`config.mk`:
```
export PLATFORM = sky130hd
export DESIGN_NAME = fcb_6_parametrised_skid_fifo
export DESIGN_NICKNAME = d
export VERILOG_FILES = /design/src/rtl/fcb_6_parametrised_skid_fifo.sv
export SDC_FILE = /design/constraint.sdc
export NUM_CORES = 1
export LEC_CHECK = 0
export ABC_AREA = 0
export CAP_MARGIN = 5
export CELL_PAD_IN_SITES_DETAIL_PLACEMENT = 2
export CELL_PAD_IN_SITES_GLOBAL_PLACEMENT = 2
export CORE_MARGIN = 2
export CORE_UTILIZATION = 40
export CTS_CLUSTER_DIAMETER = 30
export DETAILED_ROUTE_END_ITERATION = 8
export PLACE_DENSITY_LB_ADDON = 0.1
export SETUP_SLACK_MARGIN = 0.02
export SKIP_LAST_GASP = 1
export SYNTH_ARGS = -nofsm -noshare
export SYNTH_HDL_FRONTEND = slang
export SYNTH_SLANG_ARGS = --single-unit
```
`constraint.sdc`:
```
create_clock -name clk -period 3.49 [get_ports clk]
set_clock_uncertainty 0.05 [all_clocks]
set_input_delay 0.698 -clock clk [delete_from_list [all_inputs] [get_ports clk]]
set_output_delay 0.698 -clock clk [all_outputs]
set_load 0.05 [all_outputs]
```
`src/rtl/fcb_6_parametrised_skid_fifo.sv`:
```
// ============================================================================
//  Module   : fcb_6_parametrised_skid_fifo
//  Desc     : Depth-parametrised valid/ready buffer, all outputs from flops.
//             Optional occupancy port enabled by FCB_6_OCCUPANCY_EN.
//  Revision : 1.0 - initial release
// ============================================================================
`default_nettype none

module fcb_6_parametrised_skid_fifo #(
  parameter int w     = 8,
  parameter int depth = 4
) (
  input  logic                         clk,
  input  logic                         rst,
  input  logic                         up_vld,
  output logic                         up_rdy,
  input  logic [w-1:0]                 up_data,
  output logic                         down_vld,
  input  logic                         down_rdy,
`ifdef FCB_6_OCCUPANCY_EN
  output logic [$clog2(depth+1)-1:0]   occupancy,
`endif
  output logic [w-1:0]                 down_data
);

  localparam int CW = $clog2(depth + 1);
  localparam int PW = (depth > 1) ? $clog2(depth) : 1;

  localparam logic [PW-1:0] c_last_ptr = PW'(depth - 1);
  localparam logic [CW-1:0] c_full_cnt = CW'(depth);
  localparam logic [CW-1:0] c_one_cnt  = CW'(1);

  logic [w-1:0]  mem_q [depth];
  logic [PW-1:0] wr_ptr_q, wr_ptr_d;
  logic [PW-1:0] rd_ptr_q, rd_ptr_d;
  logic [CW-1:0] count_q, count_d;
  logic          down_vld_q, down_vld_d;
  logic          up_rdy_q, up_rdy_d;

  logic w_push;
  logic w_pop;

  assign w_push = up_vld & up_rdy_q;
  assign w_pop  = down_vld_q & down_rdy;

  // Explicit wrap keeps pointers correct for non-power-of-two depth.
  always_comb begin
    wr_ptr_d = wr_ptr_q;
    rd_ptr_d = rd_ptr_q;
    if (w_push) begin
      wr_ptr_d = (wr_ptr_q == c_last_ptr) ? '0 : wr_ptr_q + 1'b1;
    end
    if (w_pop) begin
      rd_ptr_d = (rd_ptr_q == c_last_ptr) ? '0 : rd_ptr_q + 1'b1;
    end
  end

  always_comb begin
    count_d = count_q;
    case ({w_push, w_pop})
      2'b10:   count_d = count_q + c_one_cnt;
      2'b01:   count_d = count_q - c_one_cnt;
      default: count_d = count_q;
    endcase
    down_vld_d = (count_d != '0);
    up_rdy_d   = (count_d != c_full_cnt);
  end

  always_ff @(posedge clk or posedge rst) begin
    if (rst) begin
      wr_ptr_q   <= '0;
      rd_ptr_q   <= '0;
      count_q    <= '0;
      down_vld_q <= 1'b0;
      up_rdy_q   <= 1'b1;
    end else begin
      wr_ptr_q   <= wr_ptr_d;
      rd_ptr_q   <= rd_ptr_d;
      count_q    <= count_d;
      down_vld_q <= down_vld_d;
      up_rdy_q   <= up_rdy_d;
    end
  end

  // Storage is intentionally unreset; contents are only observed while valid.
  generate
    for (genvar i = 0; i < depth; i++) begin : g_mem
      always_ff @(posedge clk) begin
        if (w_push && (wr_ptr_q == PW'(i))) begin
          mem_q[i] <= up_data;
        end
      end
    end
  endgenerate

  assign down_data = mem_q[rd_ptr_q];
  assign down_vld  = down_vld_q;
  assign up_rdy    = up_rdy_q;

`ifdef FCB_6_OCCUPANCY_EN
  assign occupancy = count_q;
`endif

endmodule

`default_nettype wire

```
Word-level counts from Yosys, hierarchy flattened:

Memory sizes are Yosys's and may differ from the RTL's.
Cells that the tools add are included.
W data, S select, Z words.

* $add $sub $neg: 4
* equality and inequality tests: 7
* mux-type cells: 20
* bitwise gates (word level): 2
* reduce and logical (&&, ||, !) cells: 9

Operator list (number)
* $mux W8: 3
* $reduce_or A8 Y1: 3
* $mux W1: 11
* $mux W2: 5
* $eq A2 B2 Y1 const B: 4
* $pmux W3 S2: 1
* $add A2 B1 Y2 const B: 2
* $eq A2 B1 Y1 const B: 2
* $logic_and A1 B1 Y1: 4
* $add A3 B1 Y3 const B: 1
* $ne A3 B3 Y1 const B: 1
* $reduce_bool A3 Y1: 1
* $sub A3 B1 Y3 const B: 1
* $and A1 B1 Y1: 2
* $logic_not A2 Y1: 1

* register bits: 9
* memory bits (writable): 32
* output and inout port bits: 10
* logic and storage cells: 48
* memories: 1

Memories
* mem_q: words 4, bits a word 8, rd ports 1, clocked after Yosys merged registers in 0, write ports 1, line 33 `logic [w-1:0] mem_q [depth];`

Depth between registers and ports, before layout:

* depth in word-level cells: 8
* mapped depth: 7

Least setup slack after synthesis:

No wires, ideal clock.

* path kind: register -> register
* start: register up_rdy_q, in the netlist up_rdy
* end: register down_vld_q, in the netlist down_vld
* arrival: 1.994 ns
* setup slack: 1.304 ns
* stages on the path, launching flop included: 7
* clock period less this slack: 2.186 ns
* cells stage by stage: dfstp_2 > nand2_1 > ha_1 > fa_1 > xnor2_2 > o21ai_0 > o221ai_1

* word-level cells in the longest chain between the ends: 4
* elaborated cells on any way between the ends: 5
* those cells by class: eq/ne (2); mux (1); bitwise (1); reduce/logical (1)

RTL lines
* start, declared: line 38 `logic up_rdy_q, up_rdy_d;`
* start signal, assigned: line 81 `up_rdy_q <= up_rdy_d;`
* $and A1 B1 Y1 *: line 43 `assign w_push = up_vld & up_rdy_q;`
* $eq A2 B1 Y1 or $eq A2 B2 Y1 (tied branches): line 60 `case ({w_push, w_pop})`
* $pmux W3 S2 *: line 60
* $reduce_bool A3 Y1 *: line 65 `down_vld_d = (count_d != '0);`
* net down_vld_d: line 37 `logic down_vld_q, down_vld_d;`
* end signal, assigned: line 80 `down_vld_q <= down_vld_d;`
* end, declared: line 37

Mark *: on every way through the listed nets, which the timed path passes. The rest lies on a longest branch.
A chain may end at the register's enable or synchronous reset.

Worst setup path after layout:

* start: register rd_ptr_q[0]
* end: output down_data[6]

* word-level cells in the longest chain between the ends: 1

RTL lines
* start, declared: line 35 `logic [PW-1:0] rd_ptr_q, rd_ptr_d;`
* start signal, assigned: line 78 `rd_ptr_q <= rd_ptr_d;`
* $mem_v2 Z4 W8
* end, declared: line 23 `output logic [w-1:0] down_data`

Every way passes these cells.

==> results.txt <==
outcome: finished, final reports clean
Clock H-tree levels: 2
max-capacitance violation count: 0
Unique masters post-synth: 23
fin. max-slew vios: 0
Vias/cell: 5.190
startpoint types: flop
clock sinks: 41
Max VDD drop: 355.4 µV
worst rel slew slack: 56.28%
Post-CTS Setup Bufs: 0
die height: 68.72 µm
share of the synthesized area in the top cell type: 57.36%
Period Utilization, post-route: 89.84%
Final WS setup: 354.6 ps
Final #Nets: 131
cells after synthesis: 86
pre-CTS setup slack: 553.1 ps
gr usage total: 17.55%
setup TNS: 0 ps
Syn Nets: 105
starting density of the core: 41.58%
RSZ-0062 raised after global routing: false
grt ovf: 0
# diodes: 0
HPWL Detailed: 2530 µm
number of fill cells: 373
WL per Instance: 21.20 µm
top post-synthesis cells by area: edfxtp_1 (57%), dfrtp_1 (12%), mux4_2 (11%)
Area growth syn-to-layout: 21.36%
Hold WC Path Type: reg2reg
Finished Core Util: 50.47%
footprint of the multi-input gates: 456.7 µm²
Synth area leader: edfxtp_1
worst-case clock buffer depth: 2
Core ar.: 4029 µm²
FP Rows: 23
initial drt markers: 64
Setup CP Type: reg2out
register bit total from synthesis: 41
power density cells: 921.8 nW/µm²
PostCTS Resize Cnt: 0
Crit path required time: 2740 ps
Routed Antenna Nets: 0
Cell Area, Synth: 1675 µm²
routed wire length: 3455 µm
Num CTS Buffers: 5
fin crit period: 3135 ps
die area: 4722 µm²
transition time of the tightest slew-check pin: 655.8 ps
routability cong.: 0.6497
Total Power: 1.874 mW
largest net degree at the start of global routing: 13
CTS tree: built
Seq/Total Area, Yosys: 70.87%
Setup violations, final: 0
DR vias: 846
Fin. Hold Viols: 0
Root Buffer: clkbuf_8
I/O pin cnt: 22
PortBufs: 21
DRC violations left: 0
Critical Path AT: 2390 ps
Hold Buf Count CTS: 0
chip width: 68.72 µm
Mapped Avg Cell Area: 19.48 µm²
Reg clk slew, reported paths: 70 ps
first-pass GRT wire length: 5423 µm
warnings from Yosys: 0
CP Capture Type: primary output
clk_lat worst skew: 290 ps
register area: 1187 µm²
initial antenna violation count: 0
LEAKAGE: 0.7409 nW
CP max FO: 11
share of cells above drive strength 1: 20.35%
Pre-antenna DRT Iters: 3
Achievable Freq: 318.9 MHz
number of global-route vias before repair: 969
-- worst max-delay path: stages (launching register included) --
cell	delay, ps
dfrtp_1	770
mux4_2	610
clkdlybuf4s50_1	720
-- cells in the mapped netlist --
library cell   n
o221ai_1       1
ha_1           6
nand2_1        2
dfrtp_1        8
fa_1           1
xnor2_1        2
nor3_1         2
a21o_2         1
dfstp_2        1
and3_1         4
edfxtp_1      32
mux4_2         8
a21oi_1        1
nor3b_1        2
inv_1          4
buf_2          1
xnor2_2        1
buf_6          1
o21ai_0        2
a21o_1         1
or2_2          1
mux2_2         3
nor4bb_1       1
-- worst paths after layout --
check	slack, ps	end	from	cells after the start
hold reg to reg	530	wr_ptr_q[1]	wr_ptr_q[1]	1
hold / removal	530	wr_ptr_q[1]	wr_ptr_q[1]	1
setup reg to reg	1250	down_vld	up_rdy	6
max in group asynchronous	2430	up_rdy	rst	2
min in group asynchronous	650	wr_ptr_q[1]	rst	2
setup / recovery	350	down_data[6]	rd_ptr_q[0]	2
-- routing by layer --
| metal | vias to the layer above | routed length, µm | global-route usage [%] |
|---|---|---|---|
| li1 | 385 | - | - |
| met1 | 442 | 1431 | 21.79 |
| met2 | 14 | 1859 | 29.33 |
| met3 | 5 | 109 | 4.383 |
| met4 | 0 | 54 | 7.353 |
| met5 | - | 0 | 0 |
-- state kept, by name, summed over array words and instances (netlist names) --
register and flops:
mem_q 32, count_q 3, rd_ptr_q 2, wr_ptr_q 2, down_vld 1, up_rdy 1
-- where the power goes --
group / leakage (nW) / total (mW) / internal (mW) / switching (mW)
combinational: 0.290 / 0.762 / 0.329 / 0.433
clock: 0.0542 / 0.334 / 0.179 / 0.156
sequential: 0.397 / 0.777 / 0.654 / 0.123
total: 0.741 / 1.87 / 1.16 / 0.712
-- final cells by class --
| type | count | area share [%] |
|---|---|---|
| repair buffers | 21 | 10.34 |
| multi-input cells | 39 | 22.46 |
| clock buffers | 7 | 4.738 |
| well taps | 50 | 3.077 |
| clock inverters | 1 | 0.2462 |
| flip-flops and latches | 41 | 58.40 |
| inverters | 4 | 0.7385 |
-- cell families after synthesis --
logic type / Yosys count / synth area share, %
XOR/XNOR: 3 / 2.017
AO/OA/AOI/OAI: 6 / 2.390
flip-flops: 41 / 70.87
multiplexers: 11 / 12.77
AND/OR/NAND/NOR: 12 / 4.406
adder cells (fa/ha/maj): 7 / 5.676
buffers and inverters: 6 / 1.866
-- cell usage in the layout (no fill, tap or decap), types with 2 or more instances in the layout --
master / Yosys / layout
clkbuf_8: 0 / 7
inv_1: 4 / 4
nor3_1: 2 / 2
mux4_2: 8 / 8
mux2_2: 3 / 3
o21ai_0: 2 / 2
edfxtp_1: 32 / 32
xnor2_1: 2 / 2
dfrtp_1: 8 / 8
and3_1: 4 / 4
nor3b_1: 2 / 2
nand2_1: 2 / 2
ha_1: 6 / 6
clkdlybuf4s50_1: 0 / 21
-- through the flow --
stage	area [µm²]	instances	hold slack, ps
2_1_floorplan	1675	86	475.2
3_3_place_gp	1932	155	510.3
3_5_place_dp	1932	155	521.9
4_1_cts	2033	163	539.0
5_1_grt	2033	163	563.6
6_report	2033	163	530.0
Power figures use the tool's default switching activity.
